[config.mk]
export PLATFORM = sky130hd
export DESIGN_NAME = multicycle_control_flat
export DESIGN_NICKNAME = d
export VERILOG_FILES = /design/src/rtl/mips_ctrl_pkg.sv /design/src/rtl/multicycle_control_if.sv /design/src/rtl/multicycle_output_decode.sv /design/src/rtl/multicycle_control.sv /design/src/flat_wrapper.sv
export SDC_FILE = /design/constraint.sdc
export NUM_CORES = 1
export LEC_CHECK = 0
export ABC_AREA = 1
export CAP_MARGIN = 40
export CORE_MARGIN = 5
export CORE_UTILIZATION = 38
export CTS_CLUSTER_DIAMETER = 150
export DETAILED_ROUTE_END_ITERATION = 12
export PLACE_DENSITY = 0.89
export SKIP_CTS_REPAIR_TIMING = 1
export SKIP_LAST_GASP = 1
export SLEW_MARGIN = 5
export SYNTH_ARGS = -nofsm -noshare
export SYNTH_HDL_FRONTEND = slang
export SYNTH_SLANG_ARGS = --single-unit
export TNS_END_PERCENT = 30
[constraint.sdc]
create_clock -name clk -period 1.85 [get_ports clk]
set_clock_uncertainty 0.2 [all_clocks]
set_input_delay 0.4625 -clock clk [delete_from_list [all_inputs] [get_ports clk]]
set_output_delay 0.4625 -clock clk [all_outputs]
set_load 0.05 [all_outputs]
[src/rtl/mips_ctrl_pkg.sv]
// Shared encodings for the multicycle MIPS controller: opcodes, ALUOp codes,
// state codes, datapath mux selects and the bundled control word.
package mips_ctrl_pkg;

    localparam int OP_W    = 6;
    localparam int ALUOP_W = 4;

    localparam logic [OP_W-1:0] OP_R    = 6'b000000;
    localparam logic [OP_W-1:0] OP_J    = 6'b000010;
    localparam logic [OP_W-1:0] OP_JAL  = 6'b000011;
    localparam logic [OP_W-1:0] OP_BEQ  = 6'b000100;
    localparam logic [OP_W-1:0] OP_BNE  = 6'b000101;
    localparam logic [OP_W-1:0] OP_ADDI = 6'b001000;
    localparam logic [OP_W-1:0] OP_ANDI = 6'b001100;
    localparam logic [OP_W-1:0] OP_ORI  = 6'b001101;
    localparam logic [OP_W-1:0] OP_LUI  = 6'b001111;
    localparam logic [OP_W-1:0] OP_LW   = 6'b100011;
    localparam logic [OP_W-1:0] OP_SW   = 6'b101011;

    localparam logic [ALUOP_W-1:0] ALU_LUI   = 4'b0011;
    localparam logic [ALUOP_W-1:0] ALU_ADD   = 4'b0100;
    localparam logic [ALUOP_W-1:0] ALU_AND   = 4'b0101;
    localparam logic [ALUOP_W-1:0] ALU_OR    = 4'b0110;
    localparam logic [ALUOP_W-1:0] ALU_RTYPE = 4'b0111;
    localparam logic [ALUOP_W-1:0] ALU_BEQ   = 4'b1000;
    localparam logic [ALUOP_W-1:0] ALU_BNE   = 4'b1001;
    localparam logic [ALUOP_W-1:0] ALU_LW    = 4'b1010;
    localparam logic [ALUOP_W-1:0] ALU_SW    = 4'b1011;

    localparam logic [1:0] SRCB_B      = 2'b00;
    localparam logic [1:0] SRCB_FOUR   = 2'b01;
    localparam logic [1:0] SRCB_IMM    = 2'b10;
    localparam logic [1:0] SRCB_IMM_SH = 2'b11;

    localparam logic [1:0] PCSRC_ALU    = 2'b00;
    localparam logic [1:0] PCSRC_ALUOUT = 2'b01;
    localparam logic [1:0] PCSRC_JUMP   = 2'b10;

    typedef enum logic [3:0] {
        S_IDLE     = 4'd0,
        S_FETCH    = 4'd1,
        S_DECODE   = 4'd2,
        S_R_EXEC   = 4'd3,
        S_I_EXEC   = 4'd4,
        S_ALU_WB   = 4'd5,
        S_MEM_ADDR = 4'd6,
        S_MEM_RD   = 4'd7,
        S_MEM_WB   = 4'd8,
        S_MEM_WR   = 4'd9,
        S_BRANCH   = 4'd10,
        S_JUMP     = 4'd11
    } state_t;

    typedef struct packed {
        logic               pc_write;
        logic               ir_write;
        logic               iord;
        logic               mem_read;
        logic               mem_write;
        logic               reg_write;
        logic               reg_dst;
        logic               mem_to_reg;
        logic               jal;
        logic               alu_src_a;
        logic [1:0]         alu_src_b;
        logic [1:0]         pc_src;
        logic [ALUOP_W-1:0] alu_op;
        logic               illegal_op;
    } ctrl_t;

    function automatic logic op_is_legal(input logic [OP_W-1:0] op);
        case (op)
            OP_R, OP_ADDI, OP_ANDI, OP_ORI, OP_LUI,
            OP_LW, OP_SW, OP_BEQ, OP_BNE, OP_J, OP_JAL: return 1'b1;
            default:                                   return 1'b0;
        endcase
    endfunction

endpackage

[src/rtl/multicycle_control_if.sv]
// Controller <-> datapath bundle. MEM_READY_EN adds the mem_ready wait input.
interface multicycle_control_if;
    import mips_ctrl_pkg::*;

    logic [OP_W-1:0]    op;
    logic               zero;
`ifdef MEM_READY_EN
    logic               mem_ready;
`endif
    logic               pc_write;
    logic               ir_write;
    logic               iord;
    logic               mem_read;
    logic               mem_write;
    logic               reg_write;
    logic               reg_dst;
    logic               mem_to_reg;
    logic               jal;
    logic               alu_src_a;
    logic [1:0]         alu_src_b;
    logic [1:0]         pc_src;
    logic [ALUOP_W-1:0] alu_op;
    logic               illegal_op;
    logic [3:0]         state;

`ifdef MEM_READY_EN
    modport master (
        input  op, zero, mem_ready,
        output pc_write, ir_write, iord, mem_read, mem_write, reg_write,
               reg_dst, mem_to_reg, jal, alu_src_a, alu_src_b, pc_src,
               alu_op, illegal_op, state
    );
    modport slave (
        output op, zero, mem_ready,
        input  pc_write, ir_write, iord, mem_read, mem_write, reg_write,
               reg_dst, mem_to_reg, jal, alu_src_a, alu_src_b, pc_src,
               alu_op, illegal_op, state
    );
`else
    modport master (
        input  op, zero,
        output pc_write, ir_write, iord, mem_read, mem_write, reg_write,
               reg_dst, mem_to_reg, jal, alu_src_a, alu_src_b, pc_src,
               alu_op, illegal_op, state
    );
    modport slave (
        output op, zero,
        input  pc_write, ir_write, iord, mem_read, mem_write, reg_write,
               reg_dst, mem_to_reg, jal, alu_src_a, alu_src_b, pc_src,
               alu_op, illegal_op, state
    );
`endif

endinterface

[src/rtl/multicycle_output_decode.sv]
// Combinational Moore output map: (state, op, zero, mem_ready) -> control word.
module multicycle_output_decode
    import mips_ctrl_pkg::*;
(
    input  state_t          i_state,
    input  logic [OP_W-1:0] i_op,
    input  logic            i_zero,
    input  logic            i_mem_ready,
    output ctrl_t           o_ctrl
);

    // Per-state strobes; everything not named in a state stays 0.
    always_comb begin
        o_ctrl = '0;
        case (i_state)
            S_IDLE: begin
                o_ctrl = '0;
            end
            S_FETCH: begin
                // PC/IR only load on the cycle the memory actually returns data
                o_ctrl.mem_read  = 1'b1;
                o_ctrl.ir_write  = i_mem_ready;
                o_ctrl.pc_write  = i_mem_ready;
                o_ctrl.alu_src_b = SRCB_FOUR;
                o_ctrl.alu_op    = ALU_ADD;
                o_ctrl.pc_src    = PCSRC_ALU;
            end
            S_DECODE: begin
                o_ctrl.alu_src_b  = SRCB_IMM_SH;
                o_ctrl.alu_op     = ALU_ADD;
                o_ctrl.illegal_op = ~op_is_legal(i_op);
            end
            S_R_EXEC: begin
                o_ctrl.alu_src_a = 1'b1;
                o_ctrl.alu_src_b = SRCB_B;
                o_ctrl.alu_op    = ALU_RTYPE;
            end
            S_I_EXEC: begin
                o_ctrl.alu_src_a = 1'b1;
                o_ctrl.alu_src_b = SRCB_IMM;
                case (i_op)
                    OP_ANDI: o_ctrl.alu_op = ALU_AND;
                    OP_ORI:  o_ctrl.alu_op = ALU_OR;
                    OP_LUI:  o_ctrl.alu_op = ALU_LUI;
                    default: o_ctrl.alu_op = ALU_ADD;
                endcase
            end
            S_ALU_WB: begin
                o_ctrl.reg_write = 1'b1;
                o_ctrl.reg_dst   = (i_op == OP_R) ? 1'b1 : 1'b0;
            end
            S_MEM_ADDR: begin
                o_ctrl.alu_src_a = 1'b1;
                o_ctrl.alu_src_b = SRCB_IMM;
                o_ctrl.alu_op    = (i_op == OP_SW) ? ALU_SW : ALU_LW;
            end
            S_MEM_RD: begin
                o_ctrl.mem_read = 1'b1;
                o_ctrl.iord     = 1'b1;
            end
            S_MEM_WB: begin
                o_ctrl.reg_write  = 1'b1;
                o_ctrl.mem_to_reg = 1'b1;
            end
            S_MEM_WR: begin
                o_ctrl.mem_write = 1'b1;
                o_ctrl.iord      = 1'b1;
            end
            S_BRANCH: begin
                o_ctrl.alu_src_a = 1'b1;
                o_ctrl.alu_src_b = SRCB_B;
                o_ctrl.pc_src    = PCSRC_ALUOUT;
                if (i_op == OP_BNE) begin
                    o_ctrl.alu_op   = ALU_BNE;
                    o_ctrl.pc_write = ~i_zero;
                end else begin
                    o_ctrl.alu_op   = ALU_BEQ;
                    o_ctrl.pc_write = i_zero;
                end
            end
            S_JUMP: begin
                o_ctrl.pc_src   = PCSRC_JUMP;
                o_ctrl.pc_write = 1'b1;
                if (i_op == OP_JAL) begin
                    o_ctrl.jal       = 1'b1;
                    o_ctrl.reg_write = 1'b1;
                end else begin
                    o_ctrl.jal       = 1'b0;
                    o_ctrl.reg_write = 1'b0;
                end
            end
            default: begin
                o_ctrl = '0;
            end
        endcase
    end

endmodule

[src/rtl/multicycle_control.sv]
// Multicycle MIPS control FSM: state register + next-state logic around the
// output decoder. MEM_READY_EN lets FETCH/MEM_RD/MEM_WR stall on mem_ready.
module multicycle_control
    import mips_ctrl_pkg::*;
(
    input  logic                 clk,
    input  logic                 reset,
    multicycle_control_if.master bus
);

    state_t r_state;
    state_t w_next_state;
    ctrl_t  w_ctrl;
    logic   w_mem_ready;

`ifdef MEM_READY_EN
    assign w_mem_ready = bus.mem_ready;
`else
    assign w_mem_ready = 1'b1;
`endif

    // State register; async reset drops every strobe without waiting for clk.
    always_ff @(posedge clk or posedge reset) begin
        if (reset) begin
            r_state <= S_IDLE;
        end else begin
            r_state <= w_next_state;
        end
    end

    // Next-state sequencing.
    always_comb begin
        w_next_state = S_IDLE;
        case (r_state)
            S_IDLE:     w_next_state = S_FETCH;
            S_FETCH:    w_next_state = w_mem_ready ? S_DECODE : S_FETCH;
            S_DECODE: begin
                case (bus.op)
                    OP_R:                                w_next_state = S_R_EXEC;
                    OP_ADDI, OP_ANDI, OP_ORI, OP_LUI:    w_next_state = S_I_EXEC;
                    OP_LW, OP_SW:                        w_next_state = S_MEM_ADDR;
                    OP_BEQ, OP_BNE:                      w_next_state = S_BRANCH;
                    OP_J, OP_JAL:                        w_next_state = S_JUMP;
                    default:                             w_next_state = S_FETCH;
                endcase
            end
            S_R_EXEC:   w_next_state = S_ALU_WB;
            S_I_EXEC:   w_next_state = S_ALU_WB;
            S_ALU_WB:   w_next_state = S_FETCH;
            S_MEM_ADDR: w_next_state = (bus.op == OP_SW) ? S_MEM_WR : S_MEM_RD;
            S_MEM_RD:   w_next_state = w_mem_ready ? S_MEM_WB : S_MEM_RD;
            S_MEM_WB:   w_next_state = S_FETCH;
            S_MEM_WR:   w_next_state = w_mem_ready ? S_FETCH : S_MEM_WR;
            S_BRANCH:   w_next_state = S_FETCH;
            S_JUMP:     w_next_state = S_FETCH;
            default:    w_next_state = S_IDLE;
        endcase
    end

    multicycle_output_decode u_output_decode (
        .i_state     (r_state),
        .i_op        (bus.op),
        .i_zero      (bus.zero),
        .i_mem_ready (w_mem_ready),
        .o_ctrl      (w_ctrl)
    );

    assign bus.pc_write   = w_ctrl.pc_write;
    assign bus.ir_write   = w_ctrl.ir_write;
    assign bus.iord       = w_ctrl.iord;
    assign bus.mem_read   = w_ctrl.mem_read;
    assign bus.mem_write  = w_ctrl.mem_write;
    assign bus.reg_write  = w_ctrl.reg_write;
    assign bus.reg_dst    = w_ctrl.reg_dst;
    assign bus.mem_to_reg = w_ctrl.mem_to_reg;
    assign bus.jal        = w_ctrl.jal;
    assign bus.alu_src_a  = w_ctrl.alu_src_a;
    assign bus.alu_src_b  = w_ctrl.alu_src_b;
    assign bus.pc_src     = w_ctrl.pc_src;
    assign bus.alu_op     = w_ctrl.alu_op;
    assign bus.illegal_op = w_ctrl.illegal_op;
    assign bus.state      = r_state;

endmodule

[src/flat_wrapper.sv]
// flat-port wrapper written by rule: the top's interface ports become plain ports
module multicycle_control_flat import mips_ctrl_pkg::*;
  (clk, reset, bus_op, bus_zero, bus_pc_write, bus_ir_write, bus_iord, bus_mem_read, bus_mem_write, bus_reg_write, bus_reg_dst, bus_mem_to_reg, bus_jal, bus_alu_src_a, bus_alu_src_b, bus_pc_src, bus_alu_op, bus_illegal_op, bus_state);
  multicycle_control_if bus_i ();
  input  logic clk;
  input  logic reset;
  input wire logic [$bits(bus_i.op)-1:0] bus_op;
  input wire logic [$bits(bus_i.zero)-1:0] bus_zero;
  output wire logic [$bits(bus_i.pc_write)-1:0] bus_pc_write;
  output wire logic [$bits(bus_i.ir_write)-1:0] bus_ir_write;
  output wire logic [$bits(bus_i.iord)-1:0] bus_iord;
  output wire logic [$bits(bus_i.mem_read)-1:0] bus_mem_read;
  output wire logic [$bits(bus_i.mem_write)-1:0] bus_mem_write;
  output wire logic [$bits(bus_i.reg_write)-1:0] bus_reg_write;
  output wire logic [$bits(bus_i.reg_dst)-1:0] bus_reg_dst;
  output wire logic [$bits(bus_i.mem_to_reg)-1:0] bus_mem_to_reg;
  output wire logic [$bits(bus_i.jal)-1:0] bus_jal;
  output wire logic [$bits(bus_i.alu_src_a)-1:0] bus_alu_src_a;
  output wire logic [$bits(bus_i.alu_src_b)-1:0] bus_alu_src_b;
  output wire logic [$bits(bus_i.pc_src)-1:0] bus_pc_src;
  output wire logic [$bits(bus_i.alu_op)-1:0] bus_alu_op;
  output wire logic [$bits(bus_i.illegal_op)-1:0] bus_illegal_op;
  output wire logic [$bits(bus_i.state)-1:0] bus_state;
  assign bus_i.op = bus_op;
  assign bus_i.zero = bus_zero;
  assign bus_pc_write = bus_i.pc_write;
  assign bus_ir_write = bus_i.ir_write;
  assign bus_iord = bus_i.iord;
  assign bus_mem_read = bus_i.mem_read;
  assign bus_mem_write = bus_i.mem_write;
  assign bus_reg_write = bus_i.reg_write;
  assign bus_reg_dst = bus_i.reg_dst;
  assign bus_mem_to_reg = bus_i.mem_to_reg;
  assign bus_jal = bus_i.jal;
  assign bus_alu_src_a = bus_i.alu_src_a;
  assign bus_alu_src_b = bus_i.alu_src_b;
  assign bus_pc_src = bus_i.pc_src;
  assign bus_alu_op = bus_i.alu_op;
  assign bus_illegal_op = bus_i.illegal_op;
  assign bus_state = bus_i.state;
  multicycle_control u_core (.clk(clk), .reset(reset), .bus(bus_i));
endmodule
==> results of run 1 <==
-- cell usage after synthesis --
cell type	n
nor2_2	2
nor2_1	23
nor2_4	2
nand2_1	36
dfrtp_1	4
nand3_1	13
o211ai_1	1
o21ai_0	6
or2_1	1
a21oi_1	3
nand4_1	2
nand3b_1	1
inv_1	28
-- kinds of logic after synthesis --
kind of cell	Yosys count	share of synthesized area [%]
and+or+nand+nor	80	57.4
buffers and inverters	28	17.4
AOI/OAI and AO/OA	10	8.68
DFF	4	16.5
-- through the flow --
stage	utilization [%]	setup WS, ns
detailed placement	96.8	-0.738
CTS	98.3	-0.800
global placement	96.8	-0.596
floorplan	-	-0.503
==> results by group, run 1 <==
Outcome
  • Status: stopped before the end
  • Failed at: global routing (5_1_grt)
  • First Err: [ERROR DPL-0038] Utilization greater than 100%, impossible to legalize

Synth
  • Largest area contributor in the netlist: nand2_1
  • Avg Inst Size Synth: 4.96 um^2
  • Top post-synthesis cells by area: nand2_1 (22%), inv_1 (17%), dfrtp_1 (17%)
  • Post-Syn Area: 606 um^2
  • Cell variety after synth: 13
  • Mapped Cells: 122
  • Synth warn: 0
  • Syn nets: 131
  • Area share of the largest cell type after synthesis: 22.3%
  • FF+latch count, synth: 4
  • Post-synthesis sequential area ratio: 16.5%

Floorplanning
  • Die Y: 49.9 um
  • Die Span X: 49.9 um
  • Starting Density: 40.2%
  • I/O pins: 32
  • # rows: 14

Clock network
  • Root buffer cell: clkbuf_4
  • CTS HTree Levels: 1
  • Clock Sinks: 4
  • Inserted Clock Buffers: 3
  • Clk buf depth: 2

Timing
  • Worst ep type: top-level output
  • Grt repair worst endpoint: bus_alu_src_a

Placement
  • Cells after DPL: 200
  • Post-DP Area: 1460 um^2
  • # port buffers: 31
  • Global placement routability congestion: 0.899
  • HPWL Detailed: 3050 um

Global routing
  • Largest net degree at the start of global routing: 9
==> inputs of run 2 (changes only) <==
--- a/config.mk
+++ b/config.mk
@@ -7,11 +7,10 @@
 export LEC_CHECK = 0
 export ABC_AREA = 1
 export CAP_MARGIN = 40
-export CORE_MARGIN = 5
-export CORE_UTILIZATION = 38
-export CTS_CLUSTER_DIAMETER = 150
+export CORE_AREA = 5 5 66 68
 export DETAILED_ROUTE_END_ITERATION = 12
-export PLACE_DENSITY = 0.89
+export DIE_AREA = 0 0 71 73
+export PLACE_DENSITY_LB_ADDON = 0.15
 export SKIP_CTS_REPAIR_TIMING = 1
 export SKIP_LAST_GASP = 1
 export SLEW_MARGIN = 5
==> run 2 against run 1 <==
  * The flow now finishes, with violations (negative setup slack)
  * Synthesized area unchanged
  * Synthesized cell count unchanged
==> results by group, run 2 <==
Synth
  • Number of enable flip-flop cells after synthesis: 0 (unchanged)
  • Most frequent cell after synthesis: nand2_1
  • Largest area contributor in the netlist: nand2_1
  • Area share of the largest cell type after synthesis: 22.3% (unchanged)
  • Async S/R FF share, synth: 100% (unchanged)
  • Avg Inst Size Synth: 4.96 um^2 (unchanged)
  • Syn nets: 131 (unchanged)
  • Post-synth top cells: nand2_1 (36), inv_1 (28), nor2_1 (23)
  • Post-synthesis sequential area ratio: 16.5% (unchanged)
  • Synth Flop Type: dfrtp_1
  • Mapped Cells: 122 (unchanged)
  • Post-Syn Area: 606 um^2 (unchanged)
  • Cell variety after synth: 13 (unchanged)
  • Synth warn: 0 (unchanged)
  • Top post-synthesis cells by area: nand2_1 (22%), inv_1 (17%), dfrtp_1 (17%)
  • FF+latch count, synth: 4 (unchanged)

Finish
  • Fin nets: 210
  • Syn-to-layout area delta: 201%
  • Sequential cell area: 105 um^2
  • Final core utilization: 48.0%
  • Most common cell after layout, fill and taps aside: buf_4
  • Share of layout cells above drive strength 1: 66.8%
  • Max FFs per register: 4
  • Antenna Cells: 0
  • Most frequent cells in the layout: buf_4 (38), nand2_1 (23), buf_12 (21)
  • Fill count: 400
  • Area occupied by multi-input gates: 638 um^2

Timing
  • Max-slew headroom: 85.6%
  • Final setup fails: 19
  • FMAX: 0.471 GHz
  • Max-slew violation total from the final report: 0
  • Post-route clock period utilization: 115%
  • RSZ-0062 raised after global routing: true
  • Post-layout worst setup margin: -0.271 ns
  • Least-Margin Pin Slew: 0.215 ns
  • Final worst path period need: 2.12 ns
  • Setup TNS: -3.90 ns
  • Hold Violations, Final: 0

Critical path
  • Crit end category: output port
  • Worst R2R Setup Slack: 0.37 ns
  • R2r endpoint: u_core.bus.state[2]$_DFF_PP0_
  • Crit Reg-Reg Startpoint: u_core.bus.state[0]$_DFF_PP0_
  • Worst setup path class: reg2out
  • CP Launch Type: register
  • Worst R2R Path Depth: 7
  • CP required: 1.19 ns
  • CP max FO: 3
  • CP Data Arrival Time: 1.46 ns

Global routing
  • Vias in the first global route: 994
  • Antenna violations before repair: 0
  • Largest net degree at the start of global routing: 7
  • First-pass GRT wire length: 4160 um
  • Grt ovf: 0
  • Global-route usage over all layers: 9.95%

Pwr
  • Worst VDD drop: 0.697 mV
  • Pwr Density: 1550 nW/um^2
  • Total power: 2.83 mW
  • Leak: 0.897 nW

Placement
  • # port buffers: 31 (unchanged)
  • Global placement routability congestion: 0.858 (-4.5%)
  • Post-place setup slack: -0.642 ns (+0.0957 ns)
  • HPWL Detailed: 2180 um (-29%)

Route
  • Pre-antenna DRT Iters: 4
  • Antenna Nets Post-Route: 0
  • Wirelength, routed: 2580 um
  • Drt initial violations: 34
  • Vias post-DR: 977
  • Via density: 3.92
  • DRC Markers: 0
  • WL per Instance: 10.4 um

Clock network
  • CTS HTree Levels: 1 (unchanged)
  • Clock Sinks: 4 (unchanged)
  • CTS tree: yes
  • Inserted Clock Buffers: 3 (unchanged)
  • Clk buf depth: 2 (unchanged)
  • Clk_lat worst skew: 0.21 ns
  • CTS clk-pin slew, worst paths: 0.03 ns
  • Root buffer cell: clkbuf_8

Floorplanning
  • Die Y: 73 um (+46%)
  • Die area: 5180 um^2
  • CORE AREA: 3800 um^2
  • Starting Density: 15.9% (-24 points)
  • Die Span X: 71 um (+42%)
  • I/O pins: 32 (unchanged)
  • # rows: 23 (+9)

Hold path
  • Worst hold path class: in2async

Job
  • Max cap viols: 0

Outcome
  • Failing checks: negative setup slack
  • Status: finished with violations
[run 2: worst max path at each step]
stage,slack (ns),cells past startpoint,to,startpoint
5_1_grt,-0.31,8,bus_reg_dst,u_core.bus.state[3]$_DFF_PP0_
3_3_place_gp,-0.65,9,bus_illegal_op,bus_op[1]
2_1_floorplan,-0.50,8,bus_reg_write,u_core.bus.state[3]$_DFF_PP0_
6_report,-0.27,8,bus_pc_write,u_core.bus.state[3]$_DFF_PP0_
3_5_place_dp,-0.64,9,bus_illegal_op,bus_op[1]
4_1_cts,-0.64,9,bus_illegal_op,bus_op[1]
[run 2: final cells by class]
cell class,instances,area share [%]
Multi-Input combinational cell,90,35.0
Sequential cell,4,5.76
Tap cell,50,3.43
Timing Repair Buffer,74,47.0
Clock buffer,3,2.26
Inverter,28,6.58
[run 2: cells by family (layout without fill, tap and decap cells)]
family,after synthesis,after routing,synth area share (%)
and+or+nand+nor,80,80,57.4
buffers and inverters,28,105,17.4
AOI/OAI and AO/OA,10,10,8.68
DFF,4,4,16.5
[run 2: layer usage]
metal,up-vias,global-route usage (%),share of wire (%)
met2,27,17.6,52
met4,0,3.13,1.8
met5,-,0,0
li1,525,-,-
met1,419,11.9,41
met3,6,2.34,4.5
[run 2: critical path, stage by stage (launching register included)]
cell,delay [ns]
dfrtp_2,0.41
inv_4,0.07
nor2_4,0.16
nand2_2,0.10
buf_4,0.15
clkinvlp_4,0.06
nand3_2,0.07
nand2_4,0.08
buf_12,0.13
[run 2: stage by stage]
step	area (um^2)	hold WS, ns	std cells
2_1_floorplan	691	0.0286	122
3_3_place_gp	1580	0.466	244
3_5_place_dp	1580	0.468	244
4_1_cts	1620	0.250	247
5_1_grt	1820	0.264	249
6_report	1820	0.242	249
[run 2: report_power, final]
part           internal [mW]  switching, mW
combinational           1.11           1.35
clock                  0.138         0.0414
sequential             0.129         0.0714
total                   1.38           1.46
Power figures use the tool's default switching activity.
==> inputs of run 3 (changes only) <==
--- a/config.mk
+++ b/config.mk
@@ -10,6 +10,7 @@
 export CORE_AREA = 5 5 66 68
 export DETAILED_ROUTE_END_ITERATION = 12
 export DIE_AREA = 0 0 71 73
+export HOLD_SLACK_MARGIN = 0.15
 export PLACE_DENSITY_LB_ADDON = 0.15
 export SKIP_CTS_REPAIR_TIMING = 1
 export SKIP_LAST_GASP = 1
==> results of run 3 <==
No change in the layout: final DEF, timing and power equal those of run 2.
